$ cat src/rtl/mul4_eval_pkg.sv
// Shared definitions for evaluating evolved 2x2-bit multiplier candidates:
// lane count, scorer FSM states and the golden 2x2 product.
package mul4_eval_pkg;

  localparam int LANES_DEFAULT = 16;

  typedef enum logic [1:0] {
    IDLE  = 2'd0,
    ACCUM = 2'd1,
    DRAIN = 2'd2,
    DONE  = 2'd3
  } state_e;

  // Product bits of a 2-bit by 2-bit multiply, returned as {p3,p2,p1,p0}.
  function automatic logic [3:0] golden_product(input logic [1:0] a, input logic [1:0] b);
    logic all4;
    all4 = a[1] & a[0] & b[1] & b[0];
    return {all4, (a[1] & b[1]) ^ all4, (a[1] & b[0]) ^ (a[0] & b[1]), a[0] & b[0]};
  endfunction

endpackage

$ cat src/rtl/lane_popcount.sv
// Combinational population count of a W-bit vector.
module lane_popcount #(
  parameter int W = 16
) (
  input  logic [W-1:0]             vec,
  output logic [$clog2(W+1)-1:0]   count
);

  localparam int CW = $clog2(W + 1);

  always_comb begin
    count = '0;
    for (int i = 0; i < W; i++) begin
      count = count + CW'(vec[i]);
    end
  end

endmodule

$ cat src/rtl/mul4_fitness_scorer.sv
// Scores a 2x2 multiplier candidate over multi-beat bit-plane test vectors:
// match stage, popcount stage, then saturating score/hit accumulation.
module mul4_fitness_scorer
  import mul4_eval_pkg::*;
#(
  parameter int LANES   = LANES_DEFAULT,
  parameter int SCORE_W = 16,
  parameter int HIT_W   = 12
) (
  input  logic               clk,
  input  logic               rst,
  input  logic               start,
  input  logic               in_valid,
  output logic               in_ready,
  input  logic               in_last,
  input  logic [LANES-1:0]   a1,
  input  logic [LANES-1:0]   a0,
  input  logic [LANES-1:0]   b1,
  input  logic [LANES-1:0]   b0,
  input  logic [LANES-1:0]   y3,
  input  logic [LANES-1:0]   y2,
  input  logic [LANES-1:0]   y1,
  input  logic [LANES-1:0]   y0,
  output logic [SCORE_W-1:0] score,
  output logic [HIT_W-1:0]   hits,
  output logic               busy,
  output logic               done
);

  localparam int BITS_W = $clog2(4 * LANES + 1);
  localparam int LHIT_W = $clog2(LANES + 1);
  localparam logic [31:0] SCORE_MAX = (32'd1 << SCORE_W) - 32'd1;
  localparam logic [31:0] HIT_MAX   = (32'd1 << HIT_W) - 32'd1;

  state_e state_q, state_d;

  logic [LANES-1:0] match3, match2, match1, match0;
  logic [LANES-1:0] m3_q, m2_q, m1_q, m0_q;
  logic [LANES-1:0] m3_d, m2_d, m1_d, m0_d;
  logic             s1_valid_q, s1_valid_d, s1_last_q, s1_last_d;
  logic             s2_valid_q, s2_valid_d, s2_last_q, s2_last_d;
  logic [BITS_W-1:0] pop_bits, beat_bits_q, beat_bits_d;
  logic [LHIT_W-1:0] pop_hits, beat_hits_q, beat_hits_d;
  logic [SCORE_W-1:0] score_q, score_d;
  logic [HIT_W-1:0]   hits_q, hits_d;
  logic               done_q, done_d;
  logic               accept;
  logic [31:0]        score_sum, hits_sum;

  genvar gi;
  generate
    for (gi = 0; gi < LANES; gi++) begin : g_lane
      logic [3:0] prod;
      assign prod       = golden_product({a1[gi], a0[gi]}, {b1[gi], b0[gi]});
      assign match3[gi] = ~(y3[gi] ^ prod[3]);
      assign match2[gi] = ~(y2[gi] ^ prod[2]);
      assign match1[gi] = ~(y1[gi] ^ prod[1]);
      assign match0[gi] = ~(y0[gi] ^ prod[0]);
    end
  endgenerate

  lane_popcount #(.W(4 * LANES)) u_pop_bits (
    .vec   ({m3_q, m2_q, m1_q, m0_q}),
    .count (pop_bits)
  );

  lane_popcount #(.W(LANES)) u_pop_hits (
    .vec   (m3_q & m2_q & m1_q & m0_q),
    .count (pop_hits)
  );

  assign in_ready = (state_q == ACCUM);
  assign busy     = (state_q == ACCUM) || (state_q == DRAIN);
  assign done     = done_q;
  assign score    = score_q;
  assign hits     = hits_q;
  assign accept   = in_valid && in_ready;

  always_comb begin
    m3_d        = match3;
    m2_d        = match2;
    m1_d        = match1;
    m0_d        = match0;
    s1_valid_d  = accept;
    s1_last_d   = accept && in_last;
    s2_valid_d  = s1_valid_q;
    s2_last_d   = s1_last_q;
    beat_bits_d = pop_bits;
    beat_hits_d = pop_hits;
    state_d     = state_q;
    score_d     = score_q;
    hits_d      = hits_q;
    done_d      = 1'b0;

    // Widened sums so the saturation test sees any carry out of the accumulator.
    score_sum = 32'(score_q) + 32'(beat_bits_q);
    hits_sum  = 32'(hits_q) + 32'(beat_hits_q);
    if (s2_valid_q) begin
      score_d = (score_sum > SCORE_MAX) ? SCORE_W'(SCORE_MAX) : SCORE_W'(score_sum);
      hits_d  = (hits_sum > HIT_MAX) ? HIT_W'(HIT_MAX) : HIT_W'(hits_sum);
    end

    case (state_q)
      IDLE, DONE: begin
        if (start) begin
          state_d = ACCUM;
          score_d = '0;
          hits_d  = '0;
        end
      end
      ACCUM: begin
        if (accept && in_last) state_d = DRAIN;
      end
      DRAIN: begin
        if (s2_valid_q && s2_last_q) begin
          state_d = DONE;
          done_d  = 1'b1;
        end
      end
      default: state_d = IDLE;
    endcase
  end

  always_ff @(posedge clk or posedge rst) begin
    if (rst) begin
      state_q     <= IDLE;
      m3_q        <= '0;
      m2_q        <= '0;
      m1_q        <= '0;
      m0_q        <= '0;
      s1_valid_q  <= 1'b0;
      s1_last_q   <= 1'b0;
      s2_valid_q  <= 1'b0;
      s2_last_q   <= 1'b0;
      beat_bits_q <= '0;
      beat_hits_q <= '0;
      score_q     <= '0;
      hits_q      <= '0;
      done_q      <= 1'b0;
    end else begin
      state_q     <= state_d;
      m3_q        <= m3_d;
      m2_q        <= m2_d;
      m1_q        <= m1_d;
      m0_q        <= m0_d;
      s1_valid_q  <= s1_valid_d;
      s1_last_q   <= s1_last_d;
      s2_valid_q  <= s2_valid_d;
      s2_last_q   <= s2_last_d;
      beat_bits_q <= beat_bits_d;
      beat_hits_q <= beat_hits_d;
      score_q     <= score_d;
      hits_q      <= hits_d;
      done_q      <= done_d;
    end
  end

endmodule
$ cat config.mk
export PLATFORM = sky130hd
export DESIGN_NAME = mul4_fitness_scorer
export DESIGN_NICKNAME = d
export VERILOG_FILES = /design/src/rtl/mul4_eval_pkg.sv /design/src/rtl/lane_popcount.sv /design/src/rtl/mul4_fitness_scorer.sv
export SDC_FILE = /design/constraint.sdc
export NUM_CORES = 1
export LEC_CHECK = 0
export ABC_AREA = 1
export BUFFER_PORTS_ARGS = -buffer_cell sky130_fd_sc_hd__clkbuf_2
export CAP_MARGIN = 20
export CORE_MARGIN = 2
export CORE_UTILIZATION = 55
export CTS_CLUSTER_SIZE = 25
export DETAILED_ROUTE_END_ITERATION = 16
export HOLD_SLACK_MARGIN = 0.08
export PLACE_DENSITY = 0.76
export SYNTH_ARGS = -nofsm -noshare
export SYNTH_HDL_FRONTEND = slang
export SYNTH_SLANG_ARGS = --single-unit
$ cat constraint.sdc
create_clock -name clk -period 9.8 [get_ports clk]
set_input_delay 0.98 -clock clk [delete_from_list [all_inputs] [get_ports clk]]
set_output_delay 0.98 -clock clk [all_outputs]
set_load 0.005 [all_outputs]
Word-level counts from Yosys, hierarchy flattened
Cells that the tools add are included.
{ "totals": {"regBits": 111, "in_bits": 133, "output_inout_bits": 31, "elab_cells": 398} }
{ "op_classes": {"add_sub_neg": 80, "n_lt_le_gt_ge": 2, "eq_ne": 6, "mux": 14, "bitwise": 275, "n_reduce_logical": 7} }
{ "op_table": {"columns": ["op", "count"], "rows": [
  ["adder 7 x 1 -> 7 bit", 62],
  ["bitwise AND 1 bit", 112],
  ["bitwise XOR 1 bit", 96],
  ["adder 5 x 1 -> 5 bit", 14],
  ["2-to-1 mux 16 bit", 4],
  ["inverter 1 bit", 64],
  ["bitwise AND 16 bit", 3],
  ["2-to-1 mux 12 bit", 4],
  ["adder 16 x 7 -> 17 bit", 1],
  ["> comparator 17 x 16 -> 1 bit, second input constant", 1],
  ["adder 12 x 5 -> 13 bit", 1],
  ["> comparator 13 x 12 -> 1 bit, second input constant", 1],
  ["2-to-1 mux 2 bit", 3],
  ["one-hot mux 2 bit (3 select lines)", 1],
  ["adder 1 x 1 -> 2 bit", 2],
  ["equality test 2 bit, second input constant", 2],
  ["!= test 2 x 1 -> 1 bit, second input constant", 2],
  ["logical AND 1 bit", 3],
  ["AND reduction 3 bit", 1],
  ["equality test 2 x 1 -> 1 bit, second input constant", 1],
  ["zero test 2 bit", 1],
  ["2-to-1 mux 1 bit", 2],
  ["!= test 2 bit, second input constant", 1],
  ["OR reduction 2 bit", 1],
  ["logical OR 1 bit", 1]
]} }

Logic depth before layout (Yosys ltp)
Gate-level depths: netlist of run 1.
{ "logic_depth": {"word_depth": 63, "ltp_mapped": 22, "ltp_nobuf": 22} }

Modules after synthesis
A second synthesis of run 1 with hierarchy kept.
{ "unflattened": {"hier_cells": 871, "hier_area_um2": 7732.4} }
{ "modules_own_cells": {"columns": ["module", "instances", "cells_each", "area_each_um2", "seq_area_each_um2"], "rows": [
  ["mul4_fitness_scorer", 1, 636, 5595.4, 2777.7],
  ["lane_popcount at u_pop_bits", 1, 179, 1707.9, 0.0],
  ["lane_popcount at u_pop_hits", 1, 56, 429.2, 0.0]
]} }

Worst setup path before layout of run 1
No wires, ideal clock.
{ "synth_path": {"path_type": "flip-flop to flip-flop", "from": "register m0_q[0]", "to": "register beat_bits_q[6]", "setup_ns": 0.078, "arrival_time_ns": 5.716, "required_time_ns": 9.722, "setup_slack_ns": 4.006, "stages_incl_launch_ff": 16, "n_path_buf": 0, "synth_period_minus_slack_ns": 5.794, "path_cell_list": "dfrtp_1 > ha_1 > inv_1 > fa_1 > fa_1 > fa_1 > fa_1 > fa_1 > fa_1 > fa_1 > fa_1 > fa_1 > fa_1 > o21ai_0 > a21oi_1 > o21bai_1"} }
{ "synth_via": {"elab_chain_cells": 63} }
{ "synth_rtl": {"columns": ["item", "line_no", "source"], "rows": [
  ["start, declared", "mul4_fitness_scorer.sv:38", "logic [LANES-1:0] m3_q, m2_q, m1_q, m0_q;"],
  ["start signal, assigned", "mul4_fitness_scorer.sv:145", "m0_q <= m0_d;"],
  ["adder 1 x 1 -> 2 bit", "lane_popcount.sv:14", "count = count + CW'(vec[i]);"],
  ["adder 7 x 1 -> 7 bit (62 in a row)", "lane_popcount.sv:14", null],
  ["net beat_bits_d[6]", "mul4_fitness_scorer.sv:42", "logic [BITS_W-1:0] pop_bits, beat_bits_q, beat_bits_d;"],
  ["end signal, assigned", "mul4_fitness_scorer.sv:150", "beat_bits_q <= beat_bits_d;"],
  ["end, declared", "mul4_fitness_scorer.sv:42", null]
]} }
The timed path passes the listed nets, and every way through them passes these cells.
A chain may end at the register's enable or synchronous reset.

Worst setup path after layout of run 1
Same ends and word-level chain as after synthesis.

==> results of run 1 <==
[routing by layer]
layer,up-vias,part of all wire,global-route usage
met1,2771,0.41,0.264
met5,-,0,0
met3,18,0.045,0.0330
met4,0,0.018,0.0848
li1,2947,-,-
met2,130,0.53,0.398
[flip-flops by register name (all words and copies together) (netlist names)]
name,count
beat_bits_q,7
beat_hits_q,5
done,1
hits,12
m0_q,16
m1_q,16
m2_q,16
m3_q,16
s1_last_q,1
s1_valid_q,1
s2_last_q,1
s2_valid_q,1
score,16
state_q,2
[logic make-up (layout without fill, tap and decap cells)]
logic type               Yosys count  after routing
AO/OA/AOI/OAI                     82             82
XOR/XNOR                          83             83
flip-flops                       111            111
adder cells (fa/ha/maj)          102            102
AND/OR/NAND/NOR                  290            290
buffers and inverters            175            351
[synth_stat cells]
library cell	count	area, um^2
nor2_4	1	11.3
nor2_1	80	300
a21oi_1	24	120
o211ai_1	1	7.51
nand4_1	19	119
fa_1	66	1320
nand3_1	36	180
nand3_2	2	20.0
xor2_1	40	350
nand2_4	1	11.3
a21boi_2	1	11.3
dfrtp_1	111	2780
a21boi_0	1	7.51
o21ai_1	1	5.00
nor2_2	1	6.26
nor3_4	1	16.3
nor3_1	5	25.0
nand3_4	1	17.5
nand4_2	1	12.5
inv_1	168	631
o21ai_0	35	175
clkbuf_1	4	15.0
nand2_2	2	12.5
o31ai_1	2	15.0
nand2_1	136	510
o21bai_1	1	7.51
xnor2_1	43	377
ha_1	36	450
buf_1	1	3.75
buf_2	1	5.00
a22o_1	16	140
inv_2	1	3.75
nor3b_2	1	12.5
or2_1	1	6.26
nand3b_1	2	15.0
[worst paths after layout]
| kind | from | end | slack (ps) | cells past startpoint |
|---|---|---|---|---|
| min | s1_valid_q | s2_valid_q | 350 | 0 |
| max reg2reg | m0_q[0] | beat_bits_q[6] | 3730 | 15 |
| max in group asynchronous | rst | m3_q[2] | 8190 | 4 |
| min reg2reg | s1_valid_q | s2_valid_q | 350 | 0 |
| min in group asynchronous | rst | m3_q[7] | 570 | 2 |
| max | m0_q[0] | beat_bits_q[6] | 3730 | 15 |
[layout make-up]
type | count | share of cell area
Sequential cell | 111 | 0.306
Multi-Input combinational cell | 557 | 0.470
Timing Repair Buffer | 166 | 0.0946
Inverter | 169 | 0.0702
Tap cell | 180 | 0.0248
Clock buffer | 10 | 0.0263
Clock inverter | 6 | 0.00759
[through the flow]
step / setup WS (ps) / hold slack, ps / cells / util
floorplan: 4010 / 331 / 843 / -
global placement: 3870 / 334 / 1182 / 0.634
detailed placement: 3710 / 335 / 1182 / 0.634
CTS: 3710 / 351 / 1198 / 0.657
global route: 3490 / 364 / 1199 / 0.659
finish: 3730 / 350 / 1199 / 0.659
[critical path: cells and delay by family, from the launching register on]
family                     cells  cell delay (ps)
DFF                            1              390
adders and majority gates     11             5000
AOI/OAI and AO/OA              3              540
buffers and inverters          1               70
==> out/metrics.cfg, run 1 <==
[yosys]
synthAdderAreaFrac = 0.230
ys_seq_elements = 111
syn_nets = 1078
synthCells = 843
synth_top_family_by_area = adder cells
yosysWarnings = 0
synthMuxAreaShare = 0
synth_simple_gate_area_frac = 0.166
syn-mean-instance-area_um2 = 9.13
syn_area_mm2 = 0.00770
synth_compound_area_frac = 0.0635
synth_seq_area_share = 0.361
ys_types = 35
synth_xor_area_frac = 0.0944

[layout]
fin_area_mm2 = 0.00907
layout_commonest_cell = inv_1
fill_cells = 1166
syn_to_final_growth_pct = 17.8
multiInputGateArea_mm2 = 0.00426
nNetsFinal = 1249
drive_gt1_frac = 0.192
final_cell_mix = inv_1 (167), clkbuf_2 (163), nand2_1 (136), dfrtp_1 (111), nor2_1 (80)
seqCellArea_mm2 = 0.00278
antenna_cells = 0

[clocking]
clock_path_buffers = 2
cts_resized = 0
cts_tree = built
cts_made_buffers = 9
cts_root_buf = clkbuf_16
clkSinkCount = 111
clk_pin_slew_ps = 70
cts-htree-levels = 3
clk_latency_ps = 360
post_cts_buffers = 0
hold_buffers = 0

[sta]
setup_viol = 0
fmax_ghz = 0.165
tightestPinTransition_ps = 564
tns_ps = 0
period_needed_ps = 6070
hold_viol = 0
finClkSkew_ps = 7.21
rsz0062_at_grt = false
drv_slew = 0
slew_headroom = 0.623
post-route-period-util = 0.619

[run_status]
status = complete, no violations

[route]
wl_per_cell_um = 12.7
vias = 5866
via_per_inst = 4.89
drcViolationCount = 0
drtAntennaViolNets = 0
dr.pass1.iters = 4
wirelength_um = 15200
drt_iter0_markers = 243

[worst_setup_path]
arrival_ps = 6360
cp_cell_sequence = ha_1 -> inv_1 -> fa_1 -> fa_1 -> fa_1 -> fa_1 -> fa_1 -> fa_1 -> fa_1 -> fa_1 -> fa_1 -> fa_1 -> o21ai_0 -> a21oi_1 -> o21bai_1
startpoint_type = register
max_stage_delay_ps = 550
end_kind = register
cpMostUsedCell = fa_1
required_ps = 10090
crit_fanout = 2
path_class = reg -> reg
cp_slowest_cell = fa_1

[placed_design]
place.port_buffers = 163
hpwl_um = 12600
gp_congestion = 0.887
dpl_cell_area_mm2 = 0.00873

[die]
core_area_mm2 = 0.0138
die_w_um = 122
fp.dieH_um = 122
dieArea_mm2 = 0.0150
row_count = 43
initial_utilization = 0.559
io_pins = 164

[grt]
grt_max_degree = 87
grt_usage = 0.220
grt_pass1_vias = 5654
grt-ovfl-total = 0
antenna_found_initial = 0
grt_pass1_wl_um = 25300

[worst_hold_path]
hold_path_class = reg -> reg

[run]
drv_cap = 0

Power of run 1 is not shown: default switching activity piles up to over one toggle a cycle in this logic, so the estimate is an artifact.
==> inputs of run 2 (changes only) <==
clock period = 5.83 ns   (was 9.8 ns; I/O delays follow)
==> out/metrics.cfg, run 2 (same netlist as run 1, synthesis figures left out) <==
[clocking]
clk_latency_ps = 360
clk_pin_slew_ps = 70
cts_root_buf = clkbuf_16
cts_made_buffers = 9
clkSinkCount = 111
cts_tree = built
cts-htree-levels = 3
clock_path_buffers = 2

[layout]
final_cell_mix = inv_1 (166), clkbuf_2 (163), nand2_1 (136), dfrtp_1 (111), nor2_1 (80)
fill_cells = 1138
nNetsFinal = 1254
layout_commonest_cell = inv_1
antenna_cells = 0
multiInputGateArea_mm2 = 0.00430
drive_gt1_frac = 0.207
syn_to_final_growth_pct = 19.3
seqCellArea_mm2 = 0.00278

[grt]
antenna_found_initial = 0
grt_max_degree = 87
grt-ovfl-total = 0
grt_pass1_vias = 5688
grt_usage = 0.220
grt_pass1_wl_um = 25400

[run]
drv_cap = 0

[worst_setup_path]
startpoint_type = register
r2r_slack_ps = 80
cp_slowest_cell = fa_1
path_class = reg -> reg
cp_cell_sequence = ha_1 -> inv_1 -> fa_1 -> fa_1 -> fa_1 -> fa_1 -> fa_1 -> fa_1 -> fa_1 -> fa_1 -> fa_2 -> fa_2 -> o21ai_2 -> a21oi_1 -> o21bai_1
max_stage_delay_ps = 550
startpoint = m0_q[0]
cpMostUsedCell = fa_1
required_ps = 6120
crit_fanout = 2
timing.rr.end = beat_bits_q[6]
reg2reg_from = m0_q[0]
rr_worst_depth = 15
end_kind = register
arrival_ps = 6040

[route]
drtAntennaViolNets = 0
dr.pass1.iters = 4
drcViolationCount = 0
drt_iter0_markers = 362
via_per_inst = 4.86
wl_per_cell_um = 12.8
wirelength_um = 15400
vias = 5855

[die]
core_area_mm2 = 0.0138
die_w_um = 122
initial_utilization = 0.559
dieArea_mm2 = 0.0150
fp.dieH_um = 122
io_pins = 164
row_count = 43

[sta]
rsz0062_at_grt = true
finClkSkew_ps = 8.09
tightestPinTransition_ps = 556
drv_slew = 0
fmax_ghz = 0.174
period_needed_ps = 5750
slew_headroom = 0.628
post-route-period-util = 0.987
hold_viol = 0
worst_slack_ps = 75.1
setup_viol = 0

[placed_design]
hpwl_um = 12600
gp_congestion = 0.901
place_ws_ps = -217
place.port_buffers = 163

[worst_hold_path]
hold_path_class = in -> async

[run_status]
status = complete, no violations

## run 2: layer usage
metal	wire length, um	GRT usage	part of all wire
met3	628	0.0386	0.041
met1	6280	0.258	0.41
met2	8110	0.399	0.53
met4	362	0.0869	0.024
met5	0	0	0
## run 2: worst max-delay path: cells and delay by family (launching register included)
| kind | cells | cell delay, ps |
|---|---|---|
| flip-flops | 1 | 380 |
| buffers and inverters | 1 | 50 |
| adder cells (fa/ha/maj) | 11 | 4890 |
| AO/OA/AOI/OAI | 3 | 380 |
## run 2: metrics by stage
stage | TNS (ps) | hold slack [ps] | util | cell area (um^2) | std cells
2_1_floorplan | 0 | 331 | - | 7700 | 843
3_3_place_gp | -90.6 | 334 | 0.635 | 8750 | 1184
3_5_place_dp | -450 | 335 | 0.635 | 8750 | 1184
4_1_cts | 0 | 179 | 0.662 | 9120 | 1200
5_1_grt | -296 | 196 | 0.667 | 9190 | 1204
6_report | 0 | 172 | 0.667 | 9190 | 1204
## run 2: repair_timing
action / in CTS / in global routing
pin swaps: 4 / 7
hold buffers: 0 / 0
buffers inserted: 0 / 3
gates resized for setup: 6 / 7
endpoints found under the hold margin: 0 / 0
endpoints found under the setup margin: 3 / 4
## run 2: area by class of cell
class	instances	area share
Sequential cell	111	0.302
Tap cell	180	0.0245
Clock inverter	6	0.0127
Timing Repair Buffer	171	0.0967
Inverter	169	0.0693
Clock buffer	10	0.0260
Multi-Input combinational cell	557	0.468
## run 2: how the worst max path moves through the flow
stage | end | slack (ps) | cells after the start
finish | beat_bits_q[6] | 80 | 15
global route | beat_bits_q[5] | -180 | 19
CTS | beat_bits_q[5] | 20 | 20
detailed placement | beat_bits_q[6] | -220 | 15
global placement | beat_bits_q[6] | -70 | 15
floorplan | beat_bits_q[6] | 40 | 15
Power of run 2 is left out for the same reason.
